### config.mk
export PLATFORM = sky130hd
export DESIGN_NAME = seg7_multi_disp_flat
export DESIGN_NICKNAME = d
export VERILOG_FILES = /design/src/rtl/seg7_multi_disp_pkg.sv /design/src/rtl/seg7_multi_disp_if.sv /design/src/rtl/seg7_multi_disp_tick.sv /design/src/rtl/seg7_multi_disp.sv /design/src/flat_wrapper.sv
export SDC_FILE = /design/constraint.sdc
export NUM_CORES = 1
export LEC_CHECK = 0
export ABC_AREA = 1
export BUFFER_PORTS_ARGS = -buffer_cell sky130_fd_sc_hd__buf_2
export CAP_MARGIN = 10
export CELL_PAD_IN_SITES_DETAIL_PLACEMENT = 1
export CELL_PAD_IN_SITES_GLOBAL_PLACEMENT = 1
export CORE_ASPECT_RATIO = 1.4
export CORE_UTILIZATION = 40
export CTS_BUF_LIST = sky130_fd_sc_hd__clkbuf_8
export CTS_CLUSTER_SIZE = 12
export DETAILED_ROUTE_END_ITERATION = 8
export GPL_ROUTABILITY_DRIVEN = 0
export PLACE_DENSITY_LB_ADDON = 0.1
export SYNTH_ARGS = -nofsm -noshare
export SYNTH_HDL_FRONTEND = slang
export SYNTH_HIERARCHICAL = 1
export SYNTH_SLANG_ARGS = --single-unit
### constraint.sdc
create_clock -name clk -period 1.86 [get_ports clk]
set_clock_uncertainty 0.15 [all_clocks]
set_input_delay 0 -clock clk [delete_from_list [all_inputs] [get_ports clk]]
set_output_delay 0 -clock clk [all_outputs]
set_load 0.01 [all_outputs]
### src/rtl/seg7_multi_disp_pkg.sv
// seg7_pkg: shared definitions for the multi-digit seven-segment display.
//   - Game state codes driven by the game FSM.
//   - Active-low segment constants. Each constant is a 7-bit pattern in
//     the order used on the board's HEX pins.
//   - Decoders for BCD question digits and for prime-index input digits.
package seg7_pkg;

    typedef enum logic [3:0] {
        ST_OFF      = 4'b0000,
        ST_READY    = 4'b0010,
        ST_QUESTION = 4'b0011,
        ST_INPUT    = 4'b0100
    } state_e;

    localparam logic [6:0] SEG_BLANK  = 7'b1111111;
    localparam logic [6:0] SEG_HIDDEN = 7'b1111110;
    localparam logic [6:0] SEG_READY  = 7'b1111011;
    localparam logic [6:0] SEG_DASH   = 7'b0111111;

    // Decimal glyphs. Codes that are not BCD show the hidden bar, so a bad
    // question digit is never mistaken for a real one.
    function automatic logic [6:0] dec_to_seg(input logic [3:0] d);
        logic [6:0] s;
        case (d)
            4'd0:    s = 7'b1000000;
            4'd1:    s = 7'b1111001;
            4'd2:    s = 7'b0100100;
            4'd3:    s = 7'b0110000;
            4'd4:    s = 7'b0011001;
            4'd5:    s = 7'b0010010;
            4'd6:    s = 7'b0000010;
            4'd7:    s = 7'b1011000;
            4'd8:    s = 7'b0000000;
            4'd9:    s = 7'b0010000;
            default: s = SEG_HIDDEN;
        endcase
        return s;
    endfunction

    // Prime-index codes: 0 means "nothing chosen yet" (dash). Codes 1..9
    // select the prime whose decimal glyph is shown. Codes 10..15 are
    // invalid and show the ready glyph.
    function automatic logic [6:0] prime_to_seg(input logic [3:0] p);
        logic [6:0] s;
        case (p)
            4'd0:    s = SEG_DASH;
            4'd1:    s = dec_to_seg(4'd2);
            4'd2:    s = dec_to_seg(4'd3);
            4'd3:    s = dec_to_seg(4'd5);
            4'd4:    s = dec_to_seg(4'd7);
            4'd5:    s = dec_to_seg(4'd1);
            4'd6:    s = dec_to_seg(4'd3);
            4'd7:    s = dec_to_seg(4'd7);
            4'd8:    s = dec_to_seg(4'd9);
            4'd9:    s = dec_to_seg(4'd3);
            default: s = SEG_READY;
        endcase
        return s;
    endfunction

endpackage

### src/rtl/seg7_multi_disp_if.sv
// seg7_multi_disp_if: bundle between the game FSM (master) and the display
// controller (slave).
//   state       game state code
//   que         question digits, BCD, nibble k = digit k
//   din         player's prime-index selections, nibble k = digit k
//   cursor      digit being edited while in INPUT
//   nhex        active-low segments, bits [7k+6:7k] = digit k
//   reveal_done all question digits are visible
interface seg7_multi_disp_if #(
    parameter int NDIG = 4
) ();
    localparam int CW = (NDIG > 1) ? $clog2(NDIG) : 1;

    logic [3:0]        state;
    logic [4*NDIG-1:0] que;
    logic [4*NDIG-1:0] din;
    logic [CW-1:0]     cursor;
    logic [7*NDIG-1:0] nhex;
    logic              reveal_done;

    modport master (
        output state, que, din, cursor,
        input  nhex, reveal_done
    );

    modport slave (
        input  state, que, din, cursor,
        output nhex, reveal_done
    );
endinterface

### src/rtl/seg7_multi_disp_tick.sv
// seg7_tick: modulo-DIV counter with synchronous clear.
//   clk, rst_n  clock and asynchronous active-low reset
//   clr_i       restart counting from zero (wins over en_i)
//   en_i        advance the counter this cycle
//   wrap_o      one-cycle pulse on the cycle the counter wraps DIV-1 -> 0
module seg7_tick #(
    parameter int DIV = 4
) (
    input  logic clk,
    input  logic rst_n,
    input  logic clr_i,
    input  logic en_i,
    output logic wrap_o
);
    localparam int W = (DIV > 2) ? $clog2(DIV) : 1;
    localparam logic [W-1:0] LAST = W'(DIV - 1);

    logic [W-1:0] cnt_q;
    logic [W-1:0] cnt_d;

    // The wrap pulse is combinational so the owner can act on the same edge
    // that returns the counter to zero.
    assign wrap_o = en_i && !clr_i && (cnt_q == LAST);

    always_comb begin
        cnt_d = cnt_q;
        if (clr_i) begin
            cnt_d = '0;
        end else if (en_i) begin
            cnt_d = (cnt_q == LAST) ? '0 : cnt_q + 1'b1;
        end
    end

    always_ff @(posedge clk or negedge rst_n) begin
        if (!rst_n) begin
            cnt_q <= '0;
        end else begin
            cnt_q <= cnt_d;
        end
    end
endmodule

### src/rtl/seg7_multi_disp.sv
// seg7_multi_disp: multi-digit seven-segment controller for the
// factorization game.
//   clk, rst_n  clock and asynchronous active-low reset
//   bus (slave) state/que/din/cursor in, nhex/reveal_done out
// READY shows the ready glyph on every digit. QUESTION reveals the question
// one digit every REVEAL_DIV cycles. INPUT shows the prime selections, and
// the cursor digit blinks with a half-period of BLINK_DIV cycles.
// All outputs are registered.
module seg7_multi_disp #(
    parameter int NDIG       = 4,
    parameter int BLINK_DIV  = 25_000_000,
    parameter int REVEAL_DIV = 12_500_000
) (
    input logic          clk,
    input logic          rst_n,
    seg7_multi_disp_if.slave bus
);
    import seg7_pkg::*;

    localparam int RW = $clog2(NDIG + 1);
    localparam logic [RW-1:0] NDIG_R = RW'(NDIG);

    logic [3:0]        state_q;
    logic              phase_q, phase_d;
    logic [RW-1:0]     rcnt_q, rcnt_d;
    logic [7*NDIG-1:0] nhex_q, nhex_d;
    logic              reveal_done_q, reveal_done_d;

    logic              change;
    logic              blink_wrap;
    logic              reveal_en;
    logic              reveal_wrap;
    logic              phase_eff;
    logic [RW-1:0]     rcnt_eff;

    assign change    = (bus.state != state_q);
    assign reveal_en = (bus.state == ST_QUESTION) && (rcnt_q < NDIG_R);

    // On a state-change edge, the pattern is built from the restarted
    // values. This means the first frame of a new state never shows
    // reveal or blink progress left over from the old state.
    assign phase_eff = change ? 1'b1 : phase_q;
    assign rcnt_eff  = change ? '0   : rcnt_q;

    seg7_tick #(.DIV(BLINK_DIV)) u_blink (
        .clk    (clk),
        .rst_n  (rst_n),
        .clr_i  (change),
        .en_i   (1'b1),
        .wrap_o (blink_wrap)
    );

    seg7_tick #(.DIV(REVEAL_DIV)) u_reveal (
        .clk    (clk),
        .rst_n  (rst_n),
        .clr_i  (change),
        .en_i   (reveal_en),
        .wrap_o (reveal_wrap)
    );

    always_comb begin
        phase_d = phase_q;
        rcnt_d  = rcnt_q;
        if (change) begin
            phase_d = 1'b1;
            rcnt_d  = '0;
        end else begin
            if (blink_wrap) begin
                phase_d = ~phase_q;
            end
            if (reveal_wrap) begin
                rcnt_d = rcnt_q + 1'b1;
            end
        end
    end

    // Per-digit glyph selection. A cursor at or beyond NDIG matches no digit,
    // so nothing blinks.
    always_comb begin
        nhex_d = '1;
        for (int k = 0; k < NDIG; k++) begin
            case (bus.state)
                ST_READY: begin
                    nhex_d[7*k +: 7] = SEG_READY;
                end
                ST_QUESTION: begin
                    nhex_d[7*k +: 7] = (k < int'(rcnt_eff))
                                       ? dec_to_seg(bus.que[4*k +: 4])
                                       : SEG_HIDDEN;
                end
                ST_INPUT: begin
                    nhex_d[7*k +: 7] = (k == int'(bus.cursor) && !phase_eff)
                                       ? SEG_BLANK
                                       : prime_to_seg(bus.din[4*k +: 4]);
                end
                default: begin
                    nhex_d[7*k +: 7] = SEG_BLANK;
                end
            endcase
        end
        reveal_done_d = (bus.state == ST_QUESTION) && (rcnt_eff == NDIG_R);
    end

    always_ff @(posedge clk or negedge rst_n) begin
        if (!rst_n) begin
            state_q       <= 4'b0000;
            phase_q       <= 1'b1;
            rcnt_q        <= '0;
            nhex_q        <= '1;
            reveal_done_q <= 1'b0;
        end else begin
            state_q       <= bus.state;
            phase_q       <= phase_d;
            rcnt_q        <= rcnt_d;
            nhex_q        <= nhex_d;
            reveal_done_q <= reveal_done_d;
        end
    end

    assign bus.nhex        = nhex_q;
    assign bus.reveal_done = reveal_done_q;
endmodule

### src/flat_wrapper.sv
// flat-port wrapper written by rule: the top's interface ports become plain ports
module seg7_multi_disp_flat import seg7_pkg::*;
#(
    parameter int NDIG       = 4,
    parameter int BLINK_DIV  = 25_000_000,
    parameter int REVEAL_DIV = 12_500_000
)
  (clk, rst_n, bus_state, bus_que, bus_din, bus_cursor, bus_nhex, bus_reveal_done);
  seg7_multi_disp_if #(.NDIG(NDIG)) bus_i ();
  input logic clk;
  input logic rst_n;
  input wire logic [$bits(bus_i.state)-1:0] bus_state;
  input wire logic [$bits(bus_i.que)-1:0] bus_que;
  input wire logic [$bits(bus_i.din)-1:0] bus_din;
  input wire logic [$bits(bus_i.cursor)-1:0] bus_cursor;
  output wire logic [$bits(bus_i.nhex)-1:0] bus_nhex;
  output wire logic [$bits(bus_i.reveal_done)-1:0] bus_reveal_done;
  assign bus_i.state = bus_state;
  assign bus_i.que = bus_que;
  assign bus_i.din = bus_din;
  assign bus_i.cursor = bus_cursor;
  assign bus_nhex = bus_i.nhex;
  assign bus_reveal_done = bus_i.reveal_done;
  seg7_multi_disp #(.NDIG(NDIG), .BLINK_DIV(BLINK_DIV), .REVEAL_DIV(REVEAL_DIV)) u_core (.clk(clk), .rst_n(rst_n), .bus(bus_i));
endmodule
==> results of run 1 <==
==> state kept, by name (all words and copies together), names as in the netlist <==
name and cells:
u_core/state_q 4, u_core/rcnt_q 3, u_core/phase_q 1, u_core/bus.nhex 28
u_core/u_blink/cnt_q 25, u_core/u_reveal/cnt_q 24, u_core/bus.reveal_done 1
==> layer usage <==
layer	up-vias	share of wire	GRT usage
met3	27	0.017	0.02758
met4	0	0.021	0.07593
met1	3235	0.41	0.2598
met2	74	0.55	0.4765
met5	-	0	0
li1	3360	-	-
==> per-stage QoR <==
step	utilization	cells	setup WS (ns)	total power [uW]	hold WS (ns)
5_1_grt	0.5017	1309	-0.04359	4210	0.03901
3_3_place_gp	0.4553	1243	0.08459	2577	-0.2748
2_1_floorplan	-	973	0.007535	2326	-0.4456
6_report	0.5017	1309	0.03328	4016	0.009355
3_5_place_dp	0.4553	1243	-0.03770	2587	-0.2742
4_1_cts	0.4924	1300	0.004023	4053	0.004414
==> what timing repair did <==
item | in CTS | in global routing
pin swaps | 0 | 8
endpoints found under the setup margin | 1 | 44
buffers inserted | 0 | 9
hold endpoints to repair | 118 | 0
gates resized for setup | 1 | 23
hold buffers | 41 | 0
==> area by class of cell <==
cell class	instances	area [um^2]
Clock buffer	9	123.9
Clock inverter	7	66.31
Fill cell	2134	8127
Inverter	122	457.9
Multi-Input combinational cell	746	4071
Sequential cell	86	2191
Tap cell	199	249.0
Timing Repair Buffer	140	1023
==> worst max-delay path, stage by stage <==
cell and delay, ns:
sky130_fd_sc_hd__dlygate4sd3_1 0.53, sky130_fd_sc_hd__buf_2 0.16, sky130_fd_sc_hd__inv_1 0.20, sky130_fd_sc_hd__a21oi_2 0.14, sky130_fd_sc_hd__a21oi_1 0.15, sky130_fd_sc_hd__dlygate4sd3_1 0.59
sky130_fd_sc_hd__nand2_1 0.07, sky130_fd_sc_hd__nand2_1 0.06, sky130_fd_sc_hd__nand3_1 0.07
==> kinds of logic after synthesis <==
family / count (synthesis) / share of synthesized area
AOI/OAI and AO/OA: 100 / 0.08761
xor gates and xnor gates: 19 / 0.02463
adders and majority gates: 45 / 0.08335
buffers and inverters: 141 / 0.08557
DFF: 86 / 0.3239
muxes: 1 / 0.001482
other: 1 / 0.0005551
and+or+nand+nor: 579 / 0.3929
==> Yosys cell counts (all sizes together) <==
cell / instances
nand3: 99
a31oi: 1
dfstp: 29
buf: 12
inv: 121
o41ai: 1
conb: 1
o22ai: 12
nand4: 24
a21oi: 32
nor3: 11
mux2i: 1
o211ai: 1
o21bai: 5
xnor2: 5
clkbuf: 7
nand3b: 6
nand2: 298
and3: 1
dfrtp: 57
o31ai: 1
ha: 45
or2: 3
xor2: 14
o21ai: 47
nor2: 137
clkinv: 1
==> power by group through the flow <==
stage | Sequential (uW) | Clock [uW] | Combinational (uW)
final | 1940 | 1370 | 705
after global routing | 1940 | 1470 | 795
after CTS | 1940 | 1430 | 689
after detailed placement | 1970 | 0 | 614
after global placement | 1970 | 0 | 606
after floorplan | 1990 | 0 | 336
==> final timing paths <==
kind	depth (start not counted)	endpoint	slack [ns]
max	9	u_core/bus.nhex[10]	0.03
min	3	u_core/u_reveal/cnt_q[13]	0.009
max in group asynchronous	3	u_core/u_reveal/cnt_q[14]	0.50
min in group clk	6	u_core/bus.nhex[17]	0.03
min reg2reg	2	u_core/u_reveal/cnt_q[21]	0.41
max reg2reg	11	u_core/rcnt_q[0]	0.08
==> reports/summary.log, run 1 <==
[run_status] status finished, violations left
[run_status] violated checks DRC
[sta] worst rel slew slack 0.2071
[sta] count of final max-slew check failures 0
[floorplanning] die outline area 0.01742 mm^2
[global_route] global-route wire length before repair 33,490 um
[sta] final sum of negative setup slack 0 ns
[placement] total cell area at the placement stage 0.007426 mm^2
[pwr] clock share of power 0.342
[placement] half-perimeter wire length after detailed placement 14,510 um
[pwr] power share of the sequential group 0.483
[flow_run] Maximum Capacitance Violations 0
[drt] number of design rule violations left after detail routing 1
[floorplanning] initial cell density of the core 0.4142
[pwr] NetSw 1204 uW
[drt] Pre-Repair DR Iteration Count 6
[cells_and_area] diode count 0
[sta] final worst path period need 1.827 ns
[sta] RSZ-0062 raised after global routing true
[worst_setup_path] element type at the critical path end flop
[worst_setup_path] worst setup path category input port to flop
[worst_setup_path] launch point of the worst reg-to-reg path u_core/state_q[3]
[sta] final cycle utilization of the critical path 0.9821
[worst_setup_path] largest driver fanout on the critical path 6
[cells_and_area] Final Net Count 1,190
[drt] residual antenna-violating net count after detailed routing 0
[floorplanning] io pins 69
[global_route] initial antenna violation count 0
[global_route] total global routing overflow 0
[worst_setup_path] worst setup path start bus_din[6]
[drt] initial drt markers 212
[yosys] library cell with the largest summed area after synthesis sky130_fd_sc_hd__dfrtp_1
[worst_setup_path] required arrival time at the worst endpoint 2.00 ns
[worst_setup_path] Critical Path Source Type input port
[clock_network] clock latency on the worst-skew pair 0.38 ns
[yosys] portion of synthesized cell area occupied by the leading cell type 0.2112
[clock_network] sinks on the clock net 86
[cells_and_area] Area Growth Syn to Fin 21.13%
[floorplanning] row count 55
[drt] routed via count divided by cell count 5.115
[clock_network] CTS max path bufs 2
[yosys] top area cells in the synthesized netlist sky130_fd_sc_hd__dfrtp_1, sky130_fd_sc_hd__nand2_1, sky130_fd_sc_hd__dfstp_2
[yosys] Cell Area, Synth 0.006755 mm^2
[yosys] mean area per synthesized cell 6.950 um^2
[drt] total number of vias 6,696
[sta] Final Setup Violations 0
[yosys] sequential element share of the synthesized area 0.3239
[pwr] logic gate share of total power 0.175
[clock_network] CTS H-tree depth 3
[yosys] number of distinct library cell variants in the gate-level netlist after synthesis 41
[clock_network] buffer type at the clock tree root sky130_fd_sc_hd__clkbuf_8
[cells_and_area] most used cells in the layout excluding fill and tap cells sky130_fd_sc_hd__nand2_1, sky130_fd_sc_hd__inv_1, sky130_fd_sc_hd__nor2_1
[yosys] number of flip-flops and latches in the synthesized netlist 86
[global_route] via count of the first global-routing pass 7,072
[clock_network] clock tree from TritonCTS done
[cells_and_area] Post-Layout Inst Area 0.008183 mm^2
[drt] overall routed net length 19,970 um
[pwr] Peak supply drop 0.0002521 V
[drt] average wire per cell in the routed design 15.26 um
[placement] count of input and output buffers 68
[yosys] number of warnings reported in the yosys synthesis log 6
[clock_network] number of CTS-inserted buffers 9
[sta] Hold Violations, Final 0
[floorplanning] area of the placeable core 0.01631 mm^2
[floorplanning] vertical die dimension 155.8 um
[pwr] Switching Share 0.2999
[clock_network] CTS clock-pin slew for the worst setup and hold paths 0.10 ns
[global_route] pin count of the biggest net entering global routing 35
[pwr] Leakage 0.003828 uW
[sta] slew at the pin closest to its max-slew limit 1.185 ns
[pwr] PwrDens 490.8 mW/mm^2
[worst_hold_path] Hold/Removal Path Class input port to asynchronous set/reset pin
[global_route] global router's overall resource usage 0.2397
[sta] maximum clock frequency 547.4 MHz
[yosys] Cells after Synth 972
[cells_and_area] fraction of layout instances using a drive strength above 1 0.2027
[pwr] internal cell power 2812 uW
[worst_setup_path] data arrival time of the critical path 1.97 ns
[floorplanning] chip width 111.8 um
[cells_and_area] most common library cell in the layout ignoring fill and taps sky130_fd_sc_hd__nand2_1
Power figures use the tool's default switching activity.
==> run 2: changes to the inputs <==
--- a/config.mk
+++ b/config.mk
@@ -19,5 +19,4 @@
 export PLACE_DENSITY_LB_ADDON = 0.1
 export SYNTH_ARGS = -nofsm -noshare
 export SYNTH_HDL_FRONTEND = slang
-export SYNTH_HIERARCHICAL = 1
 export SYNTH_SLANG_ARGS = --single-unit
==> run 2 against run 1 <==
Compared with the run above:
- the flow finishes with violations (hold timing)
- synthesized area fell by 9.0%
- flip-flop and latch count is the same
- worst setup slack gained 0.037 ns
- power shrank 1.3%
- cell count down 8.5%
- clock-buffer cell count increased by 1
- wire length fell by 8.0%
- via count fell by 8.0%
- final area decreased by 6.1%
- critical path type is now flop to flop
- largest power group unchanged
- highest routed layer unchanged
==> reports/summary.log, run 2 <==
[pwr] clock share of power 0.343 [about the same]
[placement] minimum setup slack after placement -0.09470 ns [-0.05700 ns]
[yosys] Cell Area, Synth 0.006146 mm^2 [-9.0%]
[worst_hold_path] Hold Crit Depth 6
[yosys] top area cells in the synthesized netlist sky130_fd_sc_hd__dfrtp_1, sky130_fd_sc_hd__nand2_1, sky130_fd_sc_hd__dfstp_2
[worst_setup_path] data arrival time of the critical path 1.89 ns [-0.08 ns]
[worst_hold_path] worst-case hold path end point u_core.bus.nhex[13]
[sta] count of final max-slew check failures 0 [unchanged]
[pwr] Leakage 0.003445 uW [-10%]
[cells_and_area] number of flip-flops under the largest register name 28 [unchanged]
[cells_and_area] Final Net Count 1,087 [-8.7%]
[placement] half-perimeter wire length after detailed placement 13,930 um [-4.0%]
[worst_setup_path] worst-case register-to-register setup slack 0.07 ns [about the same]
[drt] Pre-Repair DR Iteration Count 4 [-2]
[clock_network] CTS max path bufs 2 [unchanged]
[drt] number of design rule violations left after detail routing 0 [-1]
[clock_network] sinks on the clock net 86 [unchanged]
[drt] residual antenna-violating net count after detailed routing 0 [unchanged]
[yosys] number of flops mapped to enable cells by yosys 0 [unchanged]
[cells_and_area] fraction of layout instances using a drive strength above 1 0.2177 [+0.01499]
[yosys] number of distinct library cell variants in the gate-level netlist after synthesis 41 [unchanged]
[floorplanning] vertical die dimension 148.7 um [-4.6%]
[sta] slew at the pin closest to its max-slew limit 0.5375 ns [-0.6475 ns]
[global_route] global router's overall resource usage 0.2377 [-0.001982]
[clock_network] clock latency on the worst-skew pair 0.36 ns [-0.02 ns]
[yosys] Cells after Synth 854 [-12%]
[worst_setup_path] element type at the critical path end flop
[clock_network] clock tree from TritonCTS done
[worst_hold_path] Hold/Removal Path Class input port to flop
[global_route] pin count of the biggest net entering global routing 38 [+8.6%]
[yosys] number of flip-flops and latches in the synthesized netlist 86 [unchanged]
[worst_setup_path] CP max-delay cell sky130_fd_sc_hd__dfrtp_1
[sta] minimum setup slack in the final design 0.07023 ns [+0.03696 ns]
[global_route] via count of the first global-routing pass 6,692 [-5.4%]
[worst_setup_path] Critical Path Source Type flop
[clock_network] CTS H-tree depth 3 [unchanged]
[yosys] most numerous cell types in the synthesized netlist sky130_fd_sc_hd__nand2_1, sky130_fd_sc_hd__nor2_1, sky130_fd_sc_hd__inv_1
[sta] final worst path period need 1.790 ns [-0.03696 ns]
[yosys] sequential element share of the synthesized area 0.3561 [+0.03212]
[sta] worst rel slew slack 0.6401 [+0.4330]
[yosys] portion of synthesized cell area occupied by the leading cell type 0.2321 [+0.02093]
[drt] overall routed net length 18,360 um [-8.0%]
[cells_and_area] diode count 0 [unchanged]
[yosys] number of warnings reported in the yosys synthesis log 0 [-6]
[global_route] met3 layer usage reported by global route 0.02673 [-0.0008526]
[pwr] logic gate share of total power 0.165 [-0.010]
[pwr] Switching Share 0.2852 [-0.01466]
[yosys] library cell with the largest summed area after synthesis sky130_fd_sc_hd__dfrtp_1
[sta] Hold Worst Slack -0.02140 ns [-0.03075 ns]
[worst_setup_path] largest driver fanout on the critical path 7 [+1]
[placement] total cell area at the placement stage 0.006908 mm^2 [-7.0%]
[pwr] NetSw 1130 uW [-6.2%]
[clock_network] CTS clock-pin slew for the worst setup and hold paths 0.09 ns [about the same]
[drt] initial drt markers 182 [-14%]
[worst_hold_path] Hold Path Origin bus_cursor[1]
[pwr] power share of the sequential group 0.492 [+0.009]
[cells_and_area] register cell area after layout 0.002188 mm^2 [-0.11%]
[global_route] met2 GRT Util 0.4732 [-0.003260]
[global_route] met1 Resource Use GR 0.2508 [-0.009017]
[floorplanning] initial cell density of the core 0.4101 [-0.004107]
[pwr] Peak supply drop 0.0002838 V [+13%]
[pwr] PwrDens 515.9 mW/mm^2 [+5.1%]
[pwr] internal cell power 2832 uW [+0.72%]
[global_route] layer with the highest usage after global routing met2
[floorplanning] row count 53 [-3.6%]
[cells_and_area] Multi-input gate area 0.003632 mm^2 [-11%]
[cells_and_area] most used cells in the layout excluding fill and tap cells sky130_fd_sc_hd__nand2_1, sky130_fd_sc_hd__nor2_1, sky130_fd_sc_hd__inv_1
[run_status] violated checks hold timing
[worst_setup_path] biggest cell delay along the critical path 0.43 ns [-0.16 ns]
[cells_and_area] Filler Cell Count 1,972 [-7.6%]
[yosys] dominant synthesized flop cell sky130_fd_sc_hd__dfrtp_1
[cells_and_area] Area Growth Syn to Fin 24.96%
[floorplanning] area of the placeable core 0.01499 mm^2 [-8.1%]
[yosys] Async S/R FF share, synth 1.000 [unchanged]
[floorplanning] io pins 69 [unchanged]
[global_route] initial antenna violation count 0 [unchanged]
[worst_setup_path] endpoint of the worst-slack reg-to-reg timing path u_core.u_reveal.cnt_q[18]
[global_route] global-route wire length before repair 30,370 um [-9.3%]
[worst_setup_path] launch point of the worst reg-to-reg path u_core.u_reveal.cnt_q[16]
[yosys] most frequent cell after synthesis sky130_fd_sc_hd__nand2_1
[worst_setup_path] chain of cells forming the critical path nor2_1 -> nand3_1 -> nor2_2 -> nand2_2 -> nor2_4 -> nor2_8 -> buf_4 -> nand2_1 -> a21oi_2
[drt] average wire per cell in the routed design 15.33 um [+0.47%]
[sta] RSZ-0062 raised after global routing true
[flow_run] Maximum Capacitance Violations 0 [unchanged]
[worst_setup_path] worst setup path category flop to flop
[global_route] total global routing overflow 0 [unchanged]
[yosys] Post-Synthesis Net Count 940
[worst_setup_path] number of cells traversed by the worst register-to-register path 9 [-2]
[sta] maximum clock frequency 558.7 MHz [+2.1%]
[floorplanning] die outline area 0.01587 mm^2 [-8.9%]
[sta] Final Setup Violations 0 [unchanged]
[worst_setup_path] required arrival time at the worst endpoint 1.96 ns [-0.04 ns]
[sta] Hold Violations, Final 3 [+3]
[run_status] status finished, violations left
[floorplanning] chip width 106.8 um [-4.5%]
[yosys] mean area per synthesized cell 7.197 um^2 [+3.6%]
[sta] final cycle utilization of the critical path 0.9622 [-0.01987]
[drt] routed via count divided by cell count 5.140 [+0.49%]
[cells_and_area] most common library cell in the layout ignoring fill and taps sky130_fd_sc_hd__nand2_1
[cells_and_area] Post-Layout Inst Area 0.007680 mm^2 [-6.1%]
[placement] count of input and output buffers 68 [unchanged]
[clock_network] number of CTS-inserted buffers 9 [unchanged]
[drt] total number of vias 6,158 [-8.0%]
[clock_network] buffer type at the clock tree root sky130_fd_sc_hd__clkbuf_8
run 2: changes by cell type after synthesis, moves of 7 or more:
| cell | delta |
|---|---|
| sky130_fd_sc_hd__nor3_1 | +16 |
| sky130_fd_sc_hd__inv_1 | -24 |
| sky130_fd_sc_hd__nor2_2 | -7 |
| sky130_fd_sc_hd__nand2_1 | -51 |
| sky130_fd_sc_hd__o21ai_0 | +10 |
| sky130_fd_sc_hd__nor2_4 | -8 |
| sky130_fd_sc_hd__nand3_1 | -32 |
| sky130_fd_sc_hd__a21oi_1 | +15 |
run 2: worst max-delay path: cells and delay by family (launching register included):
family	cells	cell delay, ns
simple gates	7	0.89
flops	1	0.43
buf+inv	1	0.15
compound gates	1	0.05
run 2: power groups by stage:
stage          Clock, uW  Sequential, uW  Combinational (uW)
2_1_floorplan          0            2000                 312
3_3_place_gp           0            1980                 572
3_5_place_dp           0            1980                 601
4_1_cts             1400            1950                 653
5_1_grt             1460            1950                 737
6_report            1360            1950                 654
run 2: cells by family (layout without fill, tap and decap cells):
group | Yosys count | count (layout) | synth area share
buf+inv | 108 | 260 | 0.07125
xor+xnor | 22 | 22 | 0.03135
simple gates | 477 | 477 | 0.3434
flops | 86 | 86 | 0.3561
compound gates | 115 | 115 | 0.1042
fa+ha+maj | 46 | 46 | 0.09365
run 2: how the worst max path moves through the flow:
stage | endpoint | start
6_report | u_core.u_reveal.cnt_q[18] | u_core.u_reveal.cnt_q[16]
2_1_floorplan | u_core.u_reveal.cnt_q[22] | u_core.u_reveal.cnt_q[1]
3_3_place_gp | u_core.u_reveal.cnt_q[22] | u_core.u_reveal.cnt_q[1]
5_1_grt | u_core.u_reveal.cnt_q[13] | u_core.u_reveal.cnt_q[16]
3_5_place_dp | u_core.u_reveal.cnt_q[22] | u_core.u_reveal.cnt_q[1]
4_1_cts | u_core.u_reveal.cnt_q[2] | u_core.u_reveal.cnt_q[16]
run 2: final cells by class:
type	count	share of cell area
clock inverter	6	0.008146
timing repair buffer	147	0.1367
tap	192	0.03128
clock buffer	10	0.01792
multi-input combinational	660	0.4730
sequential	86	0.2849
inverter	97	0.04806
run 2: what timing repair did:
action | 4_1_cts | 5_1_grt
endpoints found under the hold margin | 95 | 1
pin swaps | 1 | 10
gates resized for setup | 2 | 32
setup buffers | 2 | 18
endpoints found under the setup margin | 6 | 57
hold buffers | 29 | 1
run 2: routing by layer:
layer | vias to the layer above | wire [um]
met2 | 79 | 10360
li1 | 3039 | -
met4 | 0 | 417
met5 | - | 0
met1 | 3009 | 7200
met3 | 31 | 389
run 2: stage by stage:
step           instances  power (uW)  setup TNS, ns    util  hold slack [ns]
6_report            1198        3962              0  0.5124         -0.02140
5_1_grt             1198        4151        -0.4217  0.5124          0.02745
4_1_cts             1180        4004              0  0.4952          -0.3764
3_5_place_dp        1133        2583        -0.3794  0.4609          -0.1485
3_3_place_gp        1133        2552              0  0.4609          -0.1573
2_1_floorplan        854        2310              0       -          -0.4456
